### config.mk
export PLATFORM = sky130hd
export DESIGN_NAME = rdma_rc_rx_ack
export DESIGN_NICKNAME = d
export VERILOG_FILES = /design/src/rtl/rdma_rc_rx_ack.sv
export SDC_FILE = /design/constraint.sdc
export NUM_CORES = 1
export LEC_CHECK = 0
export CAP_MARGIN = 20
export CORE_ASPECT_RATIO = 1.5
export CORE_MARGIN = 5
export CORE_UTILIZATION = 44
export CTS_BUF_LIST = sky130_fd_sc_hd__clkbuf_16
export DETAILED_ROUTE_END_ITERATION = 16
export PLACE_DENSITY = 0.84
export SYNTH_ARGS = -nofsm -noshare
export SYNTH_HDL_FRONTEND = slang
export SYNTH_SLANG_ARGS = --single-unit
### constraint.sdc
create_clock -name clk -period 6.8 [get_ports clk]
set_clock_uncertainty 0.2 [all_clocks]
set_input_delay 0.68 -clock clk [delete_from_list [all_inputs] [get_ports clk]]
set_output_delay 0.68 -clock clk [all_outputs]
set_load 0.01 [all_outputs]
### src/rtl/rdma_rc_rx_ack.sv
// rtl/rdma_rc_rx_ack.sv - RC receive-side PSN checker and ACK/NAK generator (optional counters: RDMA_RX_STATS_EN)
module rdma_rc_rx_ack #(
   parameter logic [23:0] LOCAL_QPN  = 24'h000011,
   parameter logic [23:0] REMOTE_QPN = 24'h000022,
   parameter int          MAX_BEATS  = 512
) (
   input  logic        clk,
   input  logic        rst,
   input  logic        rx_valid,
   input  logic [63:0] rx_data,
   input  logic        rx_last,
   output logic        tx_valid,
   output logic [63:0] tx_data,
   output logic        tx_last,
   output logic [23:0] epsn,
   output logic [31:0] stat_ok,
   output logic [31:0] stat_dup,
   output logic [31:0] stat_oos,
   output logic [31:0] stat_drop
);

   localparam logic [7:0] OP_FIRST  = 8'h00;
   localparam logic [7:0] OP_MIDDLE = 8'h01;
   localparam logic [7:0] OP_LAST   = 8'h02;
   localparam logic [7:0] OP_ONLY   = 8'h04;
   localparam logic [7:0] RESP_OP   = 8'h11;
   localparam logic [7:0] SYN_ACK   = 8'h00;
   localparam logic [7:0] SYN_NAK   = 8'h60;
   localparam int         CNT_W     = $clog2(MAX_BEATS + 1) + 1;

   typedef enum logic [1:0] {S_IDLE, S_PAYLOAD, S_DROP} state_t;

   state_t             state, state_nxt;
   logic [23:0]        epsn_r;
   logic               nak_pending;
   logic [CNT_W-1:0]   beat_cnt;
   logic [7:0]         pkt_op;
   logic               pkt_ackreq;
   logic [23:0]        pkt_psn;

   // header field views of the current beat
   logic [7:0]         hdr_op;
   logic [23:0]        hdr_qp;
   logic               hdr_ackreq;
   logic [23:0]        hdr_psn;
   logic               unused_hdr_bits;

   assign hdr_op          = rx_data[63:56];
   assign hdr_qp          = rx_data[55:32];
   assign hdr_ackreq      = rx_data[31];
   assign hdr_psn         = rx_data[23:0];
   assign unused_hdr_bits = ^rx_data[30:24];

   // decode results
   logic               is_hdr;
   logic               hdr_ok;
   logic               payload_beat;
   logic               overflow;
   logic               commit;
   logic [7:0]         c_op;
   logic               c_ackreq;
   logic [23:0]        c_psn;
   logic [23:0]        psn_dist;
   logic               in_order;
   logic               dup;
   logic               oos;
   logic               send_ack;
   logic               send_nak;
   logic [23:0]        resp_psn;

   // state register
   always_ff @(posedge clk or posedge rst) begin
      if (rst) state <= S_IDLE;
      else     state <= state_nxt;
   end

   // next-state: any rx_last beat returns to IDLE, bad header or overflow parks in DROP
   always_comb begin
      state_nxt = state;
      case (state)
         S_IDLE: begin
            if (rx_valid) begin
               if (rx_last)      state_nxt = S_IDLE;
               else if (!hdr_ok) state_nxt = S_DROP;
               else              state_nxt = S_PAYLOAD;
            end
         end
         S_PAYLOAD: begin
            if (rx_valid) begin
               if (rx_last)       state_nxt = S_IDLE;
               else if (overflow) state_nxt = S_DROP;
            end
         end
         S_DROP: begin
            if (rx_valid && rx_last) state_nxt = S_IDLE;
         end
         default: state_nxt = S_IDLE;
      endcase
   end

   // output decode: header check, PSN classification and response selection
   always_comb begin
      is_hdr       = (state == S_IDLE) && rx_valid;
      hdr_ok       = (hdr_qp == LOCAL_QPN) &&
                     (hdr_op == OP_FIRST || hdr_op == OP_MIDDLE ||
                      hdr_op == OP_LAST  || hdr_op == OP_ONLY);
      payload_beat = (state == S_PAYLOAD) && rx_valid;
      // beat_cnt holds payload beats already accepted; this beat would be one too many
      overflow     = payload_beat && (beat_cnt == CNT_W'(MAX_BEATS));
      commit       = (is_hdr && hdr_ok && rx_last) || (payload_beat && rx_last && !overflow);
      c_op         = is_hdr ? hdr_op     : pkt_op;
      c_ackreq     = is_hdr ? hdr_ackreq : pkt_ackreq;
      c_psn        = is_hdr ? hdr_psn    : pkt_psn;
      psn_dist     = c_psn - epsn_r;
      in_order     = (psn_dist == 24'd0);
      dup          = psn_dist[23];
      oos          = !in_order && !psn_dist[23];
      send_ack     = commit && ((in_order && (c_ackreq || c_op == OP_LAST || c_op == OP_ONLY)) || dup);
      send_nak     = commit && oos && !nak_pending;
      // ACK reports the last accepted PSN; for in-order that is the PSN being accepted now
      if (send_nak || in_order) resp_psn = epsn_r;
      else                      resp_psn = epsn_r - 24'd1;
   end

   // packet context: header fields and payload beat count
   always_ff @(posedge clk or posedge rst) begin
      if (rst) begin
         beat_cnt   <= '0;
         pkt_op     <= 8'h00;
         pkt_ackreq <= 1'b0;
         pkt_psn    <= 24'd0;
      end else if (is_hdr) begin
         beat_cnt   <= '0;
         pkt_op     <= hdr_op;
         pkt_ackreq <= hdr_ackreq;
         pkt_psn    <= hdr_psn;
      end else if (payload_beat && !overflow) begin
         beat_cnt   <= beat_cnt + CNT_W'(1);
      end
   end

   // sequence state committed on the last beat of an accepted packet
   always_ff @(posedge clk or posedge rst) begin
      if (rst) begin
         epsn_r      <= 24'd0;
         nak_pending <= 1'b0;
      end else if (commit) begin
         if (in_order) begin
            epsn_r      <= epsn_r + 24'd1;
            nak_pending <= 1'b0;
         end else if (send_nak) begin
            nak_pending <= 1'b1;
         end
      end
   end

   // one-cycle registered response beat
   always_ff @(posedge clk or posedge rst) begin
      if (rst) begin
         tx_valid <= 1'b0;
         tx_last  <= 1'b0;
         tx_data  <= 64'd0;
      end else begin
         tx_valid <= send_ack || send_nak;
         tx_last  <= send_ack || send_nak;
         if (send_nak)      tx_data <= {RESP_OP, REMOTE_QPN, SYN_NAK, resp_psn};
         else if (send_ack) tx_data <= {RESP_OP, REMOTE_QPN, SYN_ACK, resp_psn};
         else               tx_data <= 64'd0;
      end
   end

   assign epsn = epsn_r;

`ifdef RDMA_RX_STATS_EN
   logic [31:0] cnt_ok, cnt_dup, cnt_oos, cnt_drop;

   // saturating event counters
   always_ff @(posedge clk or posedge rst) begin
      if (rst) begin
         cnt_ok   <= 32'd0;
         cnt_dup  <= 32'd0;
         cnt_oos  <= 32'd0;
         cnt_drop <= 32'd0;
      end else begin
         if (commit && in_order && cnt_ok   != 32'hFFFF_FFFF) cnt_ok   <= cnt_ok   + 32'd1;
         if (commit && dup      && cnt_dup  != 32'hFFFF_FFFF) cnt_dup  <= cnt_dup  + 32'd1;
         if (commit && oos      && cnt_oos  != 32'hFFFF_FFFF) cnt_oos  <= cnt_oos  + 32'd1;
         if (((is_hdr && !hdr_ok) || overflow) && cnt_drop != 32'hFFFF_FFFF)
            cnt_drop <= cnt_drop + 32'd1;
      end
   end

   assign stat_ok   = cnt_ok;
   assign stat_dup  = cnt_dup;
   assign stat_oos  = cnt_oos;
   assign stat_drop = cnt_drop;
`else
   assign stat_ok   = 32'd0;
   assign stat_dup  = 32'd0;
   assign stat_oos  = 32'd0;
   assign stat_drop = 32'd0;
`endif

endmodule

==> results of run 1 <==
==> power breakdown <==
group / internal [mW] / switching [mW] / leakage (nW)
clock network: 0.256 / 0.242 / 0.141
logic: 0.157 / 0.247 / 2.35
registers: 0.622 / 0.0132 / 1.17
==> flip-flops by register name, summed over array words and instances (netlist names) <==
| register | count |
|---|---|
| state | 2 |
| tx_data | 25 |
| beat_cnt | 11 |
| epsn | 24 |
| pkt_op | 8 |
| tx_last | 1 |
| pkt_psn | 24 |
| nak_pending | 1 |
| pkt_ackreq | 1 |
==> metrics by stage <==
step | hold WS (ns) | instance area, um2
floorplan | 0.252 | 8120
global placement | 0.279 | 8240
detailed placement | 0.286 | 8240
CTS | 0.301 | 8530
global route | 0.312 | 8560
finish | 0.297 | 8560
==> Yosys cell counts (10+ instances only) <==
cell type,number,area (um2)
sky130_fd_sc_hd__mux2_2,33,372
sky130_fd_sc_hd__nand4_1,20,125
sky130_fd_sc_hd__inv_1,36,135
sky130_fd_sc_hd__ha_1,27,338
sky130_fd_sc_hd__nand3_1,17,85.1
sky130_fd_sc_hd__o21ai_0,22,110
sky130_fd_sc_hd__xnor2_1,33,289
sky130_fd_sc_hd__a21oi_1,32,160
sky130_fd_sc_hd__nor3_1,35,175
sky130_fd_sc_hd__clkbuf_1,11,41.3
sky130_fd_sc_hd__nand2_1,37,139
sky130_fd_sc_hd__or4_1,12,90.1
sky130_fd_sc_hd__or3_1,22,138
sky130_fd_sc_hd__nor2_1,38,143
sky130_fd_sc_hd__o211ai_1,10,75.1
sky130_fd_sc_hd__a211oi_1,16,120
sky130_fd_sc_hd__buf_4,169,1270
sky130_fd_sc_hd__dfrtp_1,97,2430
==> cells by family after synthesis <==
group	Yosys count
DFF	97
and+or+nand+nor	229
muxes	35
AOI/OAI and AO/OA	160
xor gates and xnor gates	42
other	1
adders and majority gates	27
buffers and inverters	232
==> per-layer routing <==
metal / part of all wire (%) / wire [um]
met5: 0 / 0
met4: 4.4 / 881
met3: 7.7 / 1520
met2: 54 / 10700
met1: 34 / 6710
==> path summary, 6_finish.rpt <==
path | start | end | slack (ns)
min | pkt_op[3] | pkt_op[3] | 0.30
max in group asynchronous | rst | tx_data[8] | 5.10
min in group asynchronous | rst | beat_cnt[8] | 0.40
max reg2reg | state[0] | epsn[18] | 1.28
min reg2reg | pkt_op[3] | pkt_op[3] | 0.30
max | rx_valid | epsn[18] | 0.90
==> cell type report <==
type / instances / area [um2]
clock buffers: 9 / 225
clock inverters: 7 / 61.3
fillers: 1533 / 8210
inverters: 40 / 153
multi-input cells: 655 / 4150
flip-flops and latches: 97 / 2430
well taps: 210 / 263
repair buffers: 127 / 1280
==> PnR_summary.wiki, run 1 <==
{| class="wikitable"
! Metric !! Value
|-
| Commonest non-fill, non-tap cells in the layout || sky130_fd_sc_hd__conb_1 (162), sky130_fd_sc_hd__clkdlybuf4s50_1 (116), sky130_fd_sc_hd__dfrtp_1 (97)
|-
| Number of instances resized during post-cts repair || 0
|-
| Crit path capture type || register
|-
| Crit path kind || in -> reg
|-
| Transition time of the tightest slew-check pin || 0.778 ns
|-
| Share of cells above drive strength 1 || 9.41%
|-
| Synth warn || 0
|-
| Count of non-filler cells in the finished layout || 1145
|-
| Die Width || 117 um
|-
| Clock latency on the worst-skew pair || 0.35 ns
|-
| Most frequent standard cell in the layout excluding fill and tap cells || sky130_fd_sc_hd__conb_1
|-
| Depth of the critical timing path with buffers and inverters included || 16
|-
| Worst slack at placement || 0.715 ns
|-
| Cell count of the worst hold path || 1
|-
| Portion of the post-synthesis area used by sequential elements || 32.3%
|-
| Number of max-cap violations || 0
|-
| Compound-gate portion of the synthesized area || 15.4%
|-
| Number of flops mapped to enable cells by yosys || 0
|-
| Portion of netlist area occupied by mux cells || 5.38%
|-
| Number of synthesized register bits || 97
|-
| Core Rows || 58
|-
| Worst-path cell chain || clkdlybuf4s50_1 > nor3b_2 > buf_12 > mux2_2 > ha_1 > a21oi_1 > o21ai_1 > a2111oi_0 > o211ai_1 > a2111oi_2 > nand4_1 > nor2_1 > nand4_1 > buf_4 > nor4_1 > xnor2_1
|-
| Fraction of synthesis flops using an asynchronous set or reset pin || 100%
|-
| Top delay family on crit path || compound AO/OA/AOI/OAI gates
|-
| IO buf count || 116
|-
| Post-layout net count || 1025
|-
| # IOs || 286
|-
| DIE AREA || 19900 um2
|-
| Met1 layer usage reported by global route || 19.8%
|-
| Maximum number of pins on one net before global-route repair || 83
|-
| Number of endpoints failing setup at the final stage || 0
|-
| Worst VDD drop || 0.000133 V
|-
| CTS H-tree lvls || 3
|-
| Overall overflow remaining after global route || 0
|-
| Dominant combinational cell family by area after synthesis || buffers and inverters
|-
| Pins over their slew limit || 0
|-
| Period Utilization, post-route || 86.7%
|-
| Die Y || 170 um
|-
| DRC errors left || 0
|-
| Buffers and inverters on the worst path || 3
|-
| Post-synthesis to final-layout area growth || 13.8%
|-
| Path type of the worst min-delay path || reg -> reg
|-
| Number of placed cells counting well taps || 1128
|-
| Cell Area, Synth || 7520 um2
|-
| Unrepaired setup endpoints after global routing || no
|-
| LEAKAGE || 3.67 nW
|-
| Most used cell along the critical path || sky130_fd_sc_hd__nand4_1
|-
| Area inside the core boundary || 16800 um2
|-
| Setup fix buffers added after clock tree synthesis || 0
|-
| Highest cell delay on the worst timing path || 0.56 ns
|-
| Kind of start point of the critical path || input port
|-
| Overall fraction of global-route tracks in use || 19.3%
|-
| Wire length per cell after detailed routing || 17.3 um
|-
| DP Wirelength || 16000 um
|-
| Root buffer cell || sky130_fd_sc_hd__clkbuf_16
|-
| Crit path DAT || 5.97 ns
|-
| Gate Count Post-Synth || 823
|-
| Min Tclk post-route || 5.90 ns
|-
| Power Dens Cells || 180 nW/um2
|-
| TritonCTS clock tree || built
|-
| Highest net fanout along the worst path || 45
|-
| First-pass GRT wire length || 30200 um
|-
| Clock Pin Slew Worst Setup and Hold Paths || 0.07 ns
|-
| Placer's final routability congestion estimate || 0.873
|-
| Number of violations reported at the end of detailed-routing iteration 0 || 392
|-
| Via count || 6093
|-
| CP max-delay cell || sky130_fd_sc_hd__a2111oi_0
|-
| Fraction of synthesized cell area in xor and xnor cells || 4.99%
|-
| Number of diodes added for antenna fixing || 0
|-
| Number of routed nets with antenna violations || 0
|-
| Hold Buf Count CTS || 0
|-
| Most congested layer reported by global routing || met2
|-
| Status || complete, no violations
|-
| Depth of the most critical reg-to-reg path || 15
|-
| Req. time, crit path || 6.87 ns
|-
| Post-synthesis share of cell area spent on full adders, half adders and majority gates || 4.49%
|-
| CTS Buf Count || 9
|-
| Met3 Track Usage GR || 2.60%
|-
| CTS max path bufs || 2
|-
| Remaining max-slew budget at the tightest pin || 47.7%
|-
| Sum Neg Setup Slack || 0 ns
|-
| CTS sink cnt || 97
|-
| Mean instance size in the synthesized netlist || 9.14 um2
|-
| Total detailed-routing wirelength || 19800 um
|-
| Post-layout total power || 1.54 mW
|-
| Post-detailed-route via-to-cell ratio || 5.32
|-
| Starting Density || 44.8%
|-
| Final Hold Fails || 0
|-
| Initial antenna violation count || 0
|-
| Commonest register cell after synthesis || sky130_fd_sc_hd__dfrtp_1
|-
| Iteration count of the initial detailed-routing pass || 5
|-
| Core utilization of the finished layout || 51.1%
|-
| Global Route met2 Usage || 37.0%
|-
| Netlist cell types || 75
|-
| Number of global-route vias before repair || 5909
|-
| Area fraction in and, or, nand and nor cells after synthesis || 16.8%
|-
| Maximum frequency from static timing analysis || 170 MHz
|-
| Fin worst setup slack || 0.905 ns
|}
(Power assumes the default switching activity.)
==> run 2, diff against run 1 <==
clock period = 6.42 ns   (was 6.8 ns; I/O delays follow)
==> run 2 against run 1 <==
Net effect: sequential share of layout area barely moved; sequential power rose by 6.0%; clock power rose by 11%; register-to-register slack got worse by 0.08 ns; critical path depth fell by 1; clock-buffer cell count did not move; combinational power rose by 5%; die area did not move; cell area rose by 0.13%; wire length fell by 1.9%; via count fell by 1.5%; critical path type unchanged.
==> PnR_summary.wiki, run 2 (synthesis results as in run 1) <==
{| class="wikitable"
! Metric !! Value
|-
| Status || complete, no violations
|-
| DP Wirelength || 15700 um
|-
| Crit path DAT || 5.65 ns
|-
| Number of diodes added for antenna fixing || 0
|-
| Wire length per cell after detailed routing || 17.0 um
|-
| Clock Pin Slew Worst Setup and Hold Paths || 0.07 ns
|-
| Starting Density || 44.8%
|-
| Core utilization of the finished layout || 51.1%
|-
| Crit path capture type || register
|-
| Sum Neg Setup Slack || 0 ns
|-
| Placer's final routability congestion estimate || 0.888
|-
| Pins over their slew limit || 0
|-
| Total detailed-routing wirelength || 19500 um
|-
| Worst VDD drop || 0.000114 V
|-
| Reg-to-reg critical path endpoint || tx_data[19]
|-
| Highest cell delay on the worst timing path || 0.60 ns
|-
| Buffers and inverters on the worst path || 3
|-
| Share of cells above drive strength 1 || 9.61%
|-
| Maximum frequency from static timing analysis || 179 MHz
|-
| Post-synthesis to final-layout area growth || 14.0%
|-
| Die Y || 170 um
|-
| Top register by number of flip-flops || tx_data
|-
| Transition time of the tightest slew-check pin || 0.779 ns
|-
| Hold Buf Count CTS || 0
|-
| Launch point of the worst hold path || pkt_op[6]
|-
| Area inside the core boundary || 16800 um2
|-
| TritonCTS clock tree || built
|-
| Highest net fanout along the worst path || 45
|-
| Min Tclk post-route || 5.59 ns
|-
| Crit path kind || in -> reg
|-
| Final standard cell area without fillers || 8570 um2
|-
| Via count || 6003
|-
| Number of max-cap violations || 0
|-
| Post-detailed-route via-to-cell ratio || 5.23
|-
| Worst-case register-to-register setup slack || 1.20 ns
|-
| Most frequent standard cell in the layout excluding fill and tap cells || sky130_fd_sc_hd__conb_1
|-
| Remaining max-slew budget at the tightest pin || 47.7%
|-
| CTS H-tree lvls || 3
|-
| Setup fix buffers added after clock tree synthesis || 0
|-
| Die Width || 117 um
|-
| Placed inst area || 8270 um2
|-
| Path type of the worst min-delay path || reg -> reg
|-
| CTS sink cnt || 97
|-
| Endpoint of the worst hold-timing path || pkt_op[6]
|-
| First-pass GRT wire length || 29500 um
|-
| # IOs || 286
|-
| CTS max path bufs || 2
|-
| Clock latency on the worst-skew pair || 0.35 ns
|-
| Cell count of the worst hold path || 1
|-
| Power Dens Cells || 192 nW/um2
|-
| CTS Buf Count || 9
|-
| Kind of start point of the critical path || input port
|-
| IO buf count || 116
|-
| Number of global-route vias before repair || 5825
|-
| CP max-delay cell || sky130_fd_sc_hd__a211oi_1
|-
| Top delay family on crit path || compound AO/OA/AOI/OAI gates
|-
| Number of routed nets with antenna violations || 0
|-
| Max reg flops || 25
|-
| Maximum number of pins on one net before global-route repair || 50
|-
| Worst hold slack || 0.299 ns
|-
| DIE AREA || 19900 um2
|-
| Period Utilization, post-route || 87.1%
|-
| Most used cell along the critical path || sky130_fd_sc_hd__a211oi_1
|-
| Post-layout net count || 1027
|-
| Core Rows || 58
|-
| DRC errors left || 0
|-
| Req. time, crit path || 6.48 ns
|-
| Root buffer cell || sky130_fd_sc_hd__clkbuf_16
|-
| Commonest non-fill, non-tap cells in the layout || sky130_fd_sc_hd__conb_1 (162), sky130_fd_sc_hd__clkdlybuf4s50_1 (116), sky130_fd_sc_hd__dfrtp_1 (97)
|-
| Unrepaired setup endpoints after global routing || no
|-
| Overall overflow remaining after global route || 0
|-
| Iteration count of the initial detailed-routing pass || 5
|-
| LEAKAGE || 3.68 nW
|-
| Fillers || 1502
|-
| Number of endpoints failing setup at the final stage || 0
|-
| Number of violations reported at the end of detailed-routing iteration 0 || 367
|-
| Initial antenna violation count || 0
|-
| Reg2Reg Launch Point || state[0]
|-
| Number of instances resized during post-cts repair || 0
|-
| Worst-path cell chain || clkdlybuf4s50_1 > nor3b_2 > buf_12 > mux2_2 > ha_1 > a211oi_1 > a2111o_1 > a211oi_2 > o21a_1 > o2111ai_1 > nor4_4 > buf_4 > nor3_2 > or4b_1 > a211oi_1
|-
| Depth of the most critical reg-to-reg path || 14
|-
| Overall fraction of global-route tracks in use || 18.9%
|-
| Final Hold Fails || 0
|}
==> run 2: cell count changes in the layout (fill, tap and decap cells not counted) <==
cell and change:
sky130_fd_sc_hd__buf_16 -1, sky130_fd_sc_hd__buf_4 +3, sky130_fd_sc_hd__bufinv_16 +1, sky130_fd_sc_hd__clkinv_4 -1, sky130_fd_sc_hd__inv_6 +2, sky130_fd_sc_hd__inv_8 -2
==> run 2: how the worst max path moves through the flow <==
stage          slack (ns)     endpoint  cells after the start     start
2_1_floorplan        1.08  tx_data[18]                     19  rx_valid
3_3_place_gp         0.61  tx_data[19]                     16  rx_valid
3_5_place_dp         0.55  tx_data[19]                     16  rx_valid
4_1_cts              0.88  tx_data[19]                     15  rx_valid
5_1_grt              0.56  tx_data[19]                     16  rx_valid
6_report             0.83  tx_data[19]                     15  rx_valid
==> run 2: layout make-up <==
type | count | area, um2 | area share, %
Multi-Input combinational cell | 655 | 4150 | 48.5
Sequential cell | 97 | 2430 | 28.3
Timing Repair Buffer | 129 | 1270 | 14.8
Tap cell | 210 | 263 | 3.07
Clock buffer | 9 | 225 | 2.63
Inverter | 40 | 153 | 1.78
Clock inverter | 7 | 77.6 | 0.905
==> run 2: metal layers <==
metal | GRT usage [%] | vias up | wire length, um
met4 | 8.58 | 0 | 636
met3 | 3.13 | 44 | 1510
met1 | 19.3 | 2840 | 6580
li1 | - | 2836 | -
met2 | 36.4 | 283 | 10700
met5 | 0 | - | 0
==> run 2: metrics by stage <==
step / instances / total power, mW / worst slack, ns
finish: 1147 / 1.65 / 0.831
global route: 1147 / 1.74 / 0.557
CTS: 1147 / 1.66 / 0.881
detailed placement: 1131 / 1.10 / 0.550
global placement: 1131 / 1.10 / 0.610
floorplan: 984 / 1.07 / 1.08
==> run 2: power by group <==
| part | internal (mW) | switching [mW] | leakage [nW] |
|---|---|---|---|
| combinational | 0.165 | 0.259 | 2.36 |
| clock | 0.306 | 0.246 | 0.148 |
| sequential | 0.659 | 0.0135 | 1.17 |
